$ cat src/rtl/zbus_demux_pipe.sv
// Registered 1-to-BN zbus de-multiplexer with one stage register.
// Optional unmatched-transfer sink and err pulse: ZBUS_DEMUX_ERR_EN.
module zbus_demux_pipe #(
  parameter int   BW = 8,
  parameter int   BN = 4,
  parameter int   SW = 2,
  parameter int   SL = 0,
  parameter logic DI = 1'bx
) (
  input  logic            clk,
  input  logic            rst,
  input  logic            zi_vld,
  input  logic [BW-1:0]   zi_bus,
  output logic            zi_ack,
  output logic [BN-1:0]   zo_vld,
  output logic [BW*BN-1:0] zo_bus,
  input  logic [BN-1:0]   zo_ack,
  input  logic [BN-1:0]   enable
`ifdef ZBUS_DEMUX_ERR_EN
  ,
  output logic            err
`endif
);

  logic          r_vld;
  logic          r_err;
  logic [BW-1:0] r_bus;
  logic [SW-1:0] r_idx;

  logic [SW-1:0] w_idx;
  logic [SW-1:0] w_cap_idx;
  logic          w_cap_err;
  logic          w_match;
  logic          w_ack_sel;
  logic          w_done;
  logic          w_cap;
  logic          w_live;

  always_comb begin
    w_idx     = zi_bus[SL +: SW];
    w_match   = 1'b0;
    w_ack_sel = 1'b0;
    for (int i = 0; i < BN; i++) begin
      if (w_idx == SW'(i)) w_match = enable[i];
      if (r_idx == SW'(i)) w_ack_sel = zo_ack[i];
    end
  end

`ifdef ZBUS_DEMUX_ERR_EN
  assign w_cap_idx = w_idx;
  assign w_cap_err = ~w_match;
  assign err       = rst & r_vld & r_err;
`else
  // Unmatched transfers fall through to port 0.
  assign w_cap_idx = w_match ? w_idx : '0;
  assign w_cap_err = 1'b0;
`endif

  assign w_done = r_vld & (r_err | w_ack_sel);
  assign zi_ack = rst & (~r_vld | w_done);
  assign w_cap  = zi_vld & zi_ack;
  assign w_live = rst & r_vld & ~r_err;

  always_ff @(posedge clk) begin
    if (!rst) begin
      r_vld <= 1'b0;
      r_err <= 1'b0;
    end else if (w_cap) begin
      r_vld <= 1'b1;
      r_err <= w_cap_err;
      r_bus <= zi_bus;
      r_idx <= w_cap_idx;
    end else if (w_done) begin
      r_vld <= 1'b0;
    end
  end

  for (genvar g = 0; g < BN; g++) begin : g_port
    assign zo_vld[g] = w_live & (r_idx == SW'(g));
    assign zo_bus[g*BW +: BW] = zo_vld[g] ? r_bus : {BW{DI}};
  end

endmodule

$ cat config.mk
export PLATFORM = sky130hd
export DESIGN_NAME = zbus_demux_pipe
export DESIGN_NICKNAME = d
export VERILOG_FILES = /design/src/rtl/zbus_demux_pipe.sv
export SDC_FILE = /design/constraint.sdc
export NUM_CORES = 1
export LEC_CHECK = 0
export CORE_UTILIZATION = 31
export DETAILED_ROUTE_END_ITERATION = 7
export PLACE_DENSITY = 0.86
export SLEW_MARGIN = 20
export SYNTH_ARGS = -nofsm -noshare
export SYNTH_HDL_FRONTEND = slang
export SYNTH_SLANG_ARGS = --single-unit
export TNS_END_PERCENT = 5
$ cat constraint.sdc
create_clock -name clk -period 2.08 [get_ports clk]
set_input_delay 0.52 -clock clk [delete_from_list [all_inputs] [get_ports clk]]
set_output_delay 0.52 -clock clk [all_outputs]
set_load 0.02 [all_outputs]
==> impl_metrics.toml, run 1 <==
[critical_path]
critPathLaunchType = "input pin"
criticalPathCategory = "input pin to output port"
cp_slowest_cell = "mux4_2"
cp-end-kind = "output port"
crit_family = "multiplexers"
path_cells = "clkdlybuf4s15_1 -> mux4_2 -> o21a_1 -> buf_6"
critPathArrivalTime_ns = 1.53
crit_path_max_incr_delay_ns = 0.49
path_max_fanout = 2
critical_path_required_ns = 1.56
cp_num_buf_inv = 2

[floorplan]
fp.coreArea_um2 = 1960
die_y_um = 47.5
die_w_um = 47.5
initial_core_util = 0.328
rows = 16
dieArea_um2 = 2260
io_pins = 56

[clocking]
cts_tree = "done"
holdBufCountCts = 0
path_clk_slew_ns = 0.07
cts.htree.levels = 1
worstSkewPairLatency_ns = 0.27
clkSinkCount = 11
cts_root_buf = "clkbuf_4"
cts_max_path_buffers = 2
cts_buffers = 3

[placement]
gp_congestion = 0.529
dp.final_hpwl_um = 1190
port_buffers = 54
place_ws_ns = -0.585
placedInstanceArea_um2 = 1050

[yosys]
postSynthAreaPerCell_um2 = 11.9
syn_inst = 54
ys_seq_area_frac = 0.498
ys_types = 15
synthesis.nets = 73
yosys_warnings = 0
synth_area_um2 = 643
synth-async-reset-ratio = 0
synth_edf_count = 10
ys.flop_type = "edfxtp_1"
postSynthRegisterBits = 11

[sta]
drv_slew = 0
finClkSkew_ns = 0.00417
finalSetupViolations = 0
fin_ws_ns = 0.0271
fmax_mhz = 487
report.final.hold_viol_count = 0
min_period_ns = 2.05
worstMarginPinSlew_ns = 0.434
slew_headroom = 0.711
whs_ns = 0.619
timing.final.crit_share = 0.987
rsz0062_at_grt = "false"
setup-tns-final_ns = 0

[route]
wl_per_cell_um = 12.0
vias = 512
drc = 0
drt-initial-drc-count = 5
ant_nets = 0
avgViaCountPerCell = 4.34
wirelength_um = 1420
drtPass1Iterations = 2

[cells_and_area]
area_delta_synth_final_pct = 66.3
register_area_um2 = 320
nFillCells = 185
postLayoutCoreUtil = 0.545
fin_nets = 111
layout_common_cells = "clkdlybuf4s50_1, edfxtp_1, nor2_1, clkdlybuf4s15_1, buf_2"
antennaDiodeCount = 0
drive_above_1_share = 0.154
multiInputGateArea_um2 = 135
final_cell_area_um2 = 1070
final_common_cell = "clkdlybuf4s50_1"

[run_status]
outcome = "finished, final reports clean"

[global_route]
grt_max_degree = 11
antenna_found_initial = 0
overflow = 0
grt_pass1_vias = 429
grt.total_usage = 0.125
grt_pass1_wl_um = 1840

[run]
cap_violations = 0

[pwr]
ir_drop_v = 0.000291
p_leak_nw = 0.426
p_per_area_nw_per_um2 = 530

[hold_path]
hold_path_class = "input pin to flop"
-- routing by layer --
| metal | global-route usage | part of all wire | wire, um | vias up |
|---|---|---|---|---|
| met5 | 0 | 0 | 0 | - |
| met4 | 0.0667 | 0.012 | 17 | 0 |
| met3 | 0.0604 | 0.15 | 207 | 2 |
| met2 | 0.225 | 0.52 | 739 | 39 |
| met1 | 0.117 | 0.32 | 455 | 236 |
| li1 | - | - | - | 235 |
-- tightest hold or removal path: cells and delay by family --
| family | cells | cell delay, ns |
|---|---|---|
| buffers and inverters | 1 | 0.15 |
| AND/OR/NAND/NOR | 1 | 0.10 |
| AO/OA/AOI/OAI | 1 | 0.08 |
-- power by group --
group	switching [mW]	internal, mW	leakage, nW
Sequential	0.00852	0.254	0.102
Clock	0.0720	0.0743	0.0150
Combinational	0.0697	0.0881	0.309
Total	0.150	0.417	0.426
-- metrics by stage --
step | power, mW | instances
2_1_floorplan | 0.355 | 54
3_3_place_gp | 0.422 | 113
3_5_place_dp | 0.428 | 113
4_1_cts | 0.578 | 118
5_1_grt | 0.592 | 118
6_report | 0.567 | 118
-- cell usage after synthesis (all sizes together), types with 2 or more instances --
cell type  count  area [um2]
inv            2        7.51
mux2i          2        20.0
edfxtp        10         300
mux2           2        22.5
buf           24         180
nor2           4        15.0
nor2b          2        12.5
-- registers in the layout, summed over array words and instances (netlist names) --
name and count:
r_vld 1, r_bus 8, r_idx 2
-- path summary, 6_finish.rpt --
kind	depth (start not counted)	from	slack [ns]	end
setup reg to reg	3	r_idx[0]$_SDFFCE_PN0P_	0.42	r_bus[5]$_DFFE_PP_
hold / removal	3	rst	0.62	r_vld$_SDFFE_PN0P_
hold reg to reg	2	r_vld$_SDFFE_PN0P_	0.66	r_vld$_SDFFE_PN0P_
setup / recovery	4	zo_ack[3]	0.03	zi_ack
-- kinds of logic (layout without fill, tap and decap cells) --
kind of cell / count (synthesis) / after routing / synth area share
AND/OR/NAND/NOR: 9 / 9 / 0.0681
multiplexers: 5 / 5 / 0.101
AO/OA/AOI/OAI: 3 / 3 / 0.0409
buffers and inverters: 26 / 63 / 0.292
flip-flops: 11 / 11 / 0.498
-- cell type report --
| class | instances | share of cell area |
|---|---|---|
| timing repair buffer | 57 | 0.511 |
| sequential | 11 | 0.299 |
| clock buffer | 4 | 0.0246 |
| inverter | 2 | 0.00702 |
| multi-input combinational | 17 | 0.126 |
| tap | 27 | 0.0316 |
-- what timing repair did --
item | CTS | global route
buffers inserted | 1 | 0
gates cloned | 0 | 0
hold endpoints to repair | 0 | 0
endpoints found under the setup margin | 5 | 4
pin swaps | 2 | 1
resized for setup | 29 | 2
No activity file was read; power rests on OpenSTA's default activity.
==> inputs of run 2 (changes only) <==
--- a/config.mk
+++ b/config.mk
@@ -5,9 +5,10 @@
 export SDC_FILE = /design/constraint.sdc
 export NUM_CORES = 1
 export LEC_CHECK = 0
-export CORE_UTILIZATION = 31
+export CORE_UTILIZATION = 33
 export DETAILED_ROUTE_END_ITERATION = 7
-export PLACE_DENSITY = 0.86
+export MAX_ROUTING_LAYER = met4
+export PLACE_DENSITY = 0.91
 export SLEW_MARGIN = 20
 export SYNTH_ARGS = -nofsm -noshare
 export SYNTH_HDL_FRONTEND = slang
==> constraint.sdc (replaced) <==
create_clock -name clk -period 2.38 [get_ports clk]
set_input_delay 0.595 -clock clk [delete_from_list [all_inputs] [get_ports clk]]
set_output_delay 0.595 -clock clk [all_outputs]
set_load 0.02 [all_outputs]
==> impl_metrics.toml, run 2 (synthesized netlist as in run 1, its figures left out) <==
[floorplan]
fp.coreArea_um2 = 1780
initial_core_util = 0.361
die_w_um = 46.1
die_y_um = 46.1
dieArea_um2 = 2130
rows = 15
io_pins = 56

[critical_path]
critical_path_required_ns = 1.78
criticalPathCategory = "input pin to output port"
critPathLaunchType = "input pin"
worstRegToRegCells = 3
path_max_fanout = 4
critPathArrivalTime_ns = 1.71
cp-end-kind = "output port"

[global_route]
antenna_found_initial = 0
overflow = 0
grt_max_degree = 11
grt_pass1_vias = 405
grt_pass1_wl_um = 1680
grt.total_usage = 0.123

[cells_and_area]
postLayoutCoreUtil = 0.605
area_delta_synth_final_pct = 67.7
final_common_cell = "clkdlybuf4s50_1"
largest_register = "r_bus"
largest_register_ff_count = 8
final_cell_area_um2 = 1080
antennaDiodeCount = 0
drive_above_1_share = 0.0899
reg_top3 = "r_bus x8, r_idx x2, r_vld x1"
fin_cells = 114
fin_nets = 109
layout_common_cells = "clkdlybuf4s50_1, edfxtp_1, nor2_1, dlymetal6s2s_1"

[sta]
fin_ws_ns = 0.0771
rsz0062_at_grt = "false"
fmax_mhz = 434
drv_slew = 0
min_period_ns = 2.30
setup-tns-final_ns = 0
whs_ns = 0.635
worstMarginPinSlew_ns = 0.435
finClkSkew_ns = 0.00244
report.final.hold_viol_count = 0
timing.final.crit_share = 0.968
finalSetupViolations = 0
slew_headroom = 0.710

[pwr]
power_frac_clock = 0.256
ir_drop_v = 0.000311
combPwrFrac = 0.275
p_sw_frac = 0.260
pwr-share-seq = 0.469
finalPower_mw = 0.492
p_int_mw = 0.364
power_switching_mw = 0.128
p_leak_nw = 0.441
p_per_area_nw_per_um2 = 456

[clocking]
cts_tree = "done"
path_clk_slew_ns = 0.07
holdBufCountCts = 0
clkSinkCount = 11
cts_buffers = 3
cts_root_buf = "clkbuf_4"
worstSkewPairLatency_ns = 0.26
cts.htree.levels = 1
cts_max_path_buffers = 2

[placement]
gp_congestion = 0.715
dp.final_hpwl_um = 1040
port_buffers = 54
place_ws_ns = -0.441
placed_cells = 109
placedInstanceArea_um2 = 1030

[route]
ant_nets = 0
wl_per_cell_um = 11.1
vias = 491
avgViaCountPerCell = 4.31
drtPass1Iterations = 4
drc = 0
wirelength_um = 1270
drt-initial-drc-count = 4

[hold_path]
hold_path_depth = 2
hold_path_class = "flop to flop"

[run]
cap_violations = 0

[run_status]
outcome = "finished, final reports clean"
-- run 2: changes by cell type in the layout (fill, tap and decap cells not counted) --
| cell | change |
|---|---|
| dlygate4sd2_1 | +1 |
| clkdlybuf4s15_1 | -1 |
| buf_2 | -4 |
| buf_4 | -2 |
| dlymetal6s2s_1 | +3 |
| clkdlybuf4s50_1 | +1 |
-- run 2: final timing paths --
| check | from | end | slack (ns) |
|---|---|---|---|
| max | rst | zo_vld[3] | 0.08 |
| min | r_vld$_SDFFE_PN0P_ | r_vld$_SDFFE_PN0P_ | 0.63 |
| max reg2reg | r_idx[0]$_SDFFCE_PN0P_ | r_bus[1]$_DFFE_PP_ | 0.71 |
| min reg2reg | r_vld$_SDFFE_PN0P_ | r_vld$_SDFFE_PN0P_ | 0.63 |
-- run 2: worst max-delay path: stages --
cell             delay (ns)
clkdlybuf4s50_1        0.53
nand3_1                0.14
nor2_1                 0.10
dlygate4sd2_1          0.34
-- run 2: routing by layer --
layer / wire length (um) / vias up / global-route usage
met4: 42 / 0 / 0.106
met1: 410 / 220 / 0.100
li1: - / 232 / -
met2: 692 / 33 / 0.217
met5: 0 / - / -
met3: 126 / 6 / 0.0392
-- run 2: power groups by stage --
stage | combinational, mW | clock (mW) | sequential (mW)
2_1_floorplan | 0.0684 | 0 | 0.241
3_5_place_dp | 0.135 | 0 | 0.235
4_1_cts | 0.132 | 0.131 | 0.231
3_3_place_gp | 0.132 | 0 | 0.234
5_1_grt | 0.143 | 0.144 | 0.232
6_report | 0.135 | 0.126 | 0.231
-- run 2: timing repair --
action / 4_1_cts / 5_1_grt
cloned: 0 / 0
buffers inserted: 0 / 1
gates resized for setup: 8 / 9
endpoints found under the setup margin: 5 / 4
pin swaps: 0 / 1
-- run 2: layout make-up --
type                    count  area [um2]
fillers                   142         704
repair buffers             55         558
flip-flops and latches     11         320
multi-input cells          17         135
well taps                  25        31.3
clock buffers               4        26.3
inverters                   2        7.51
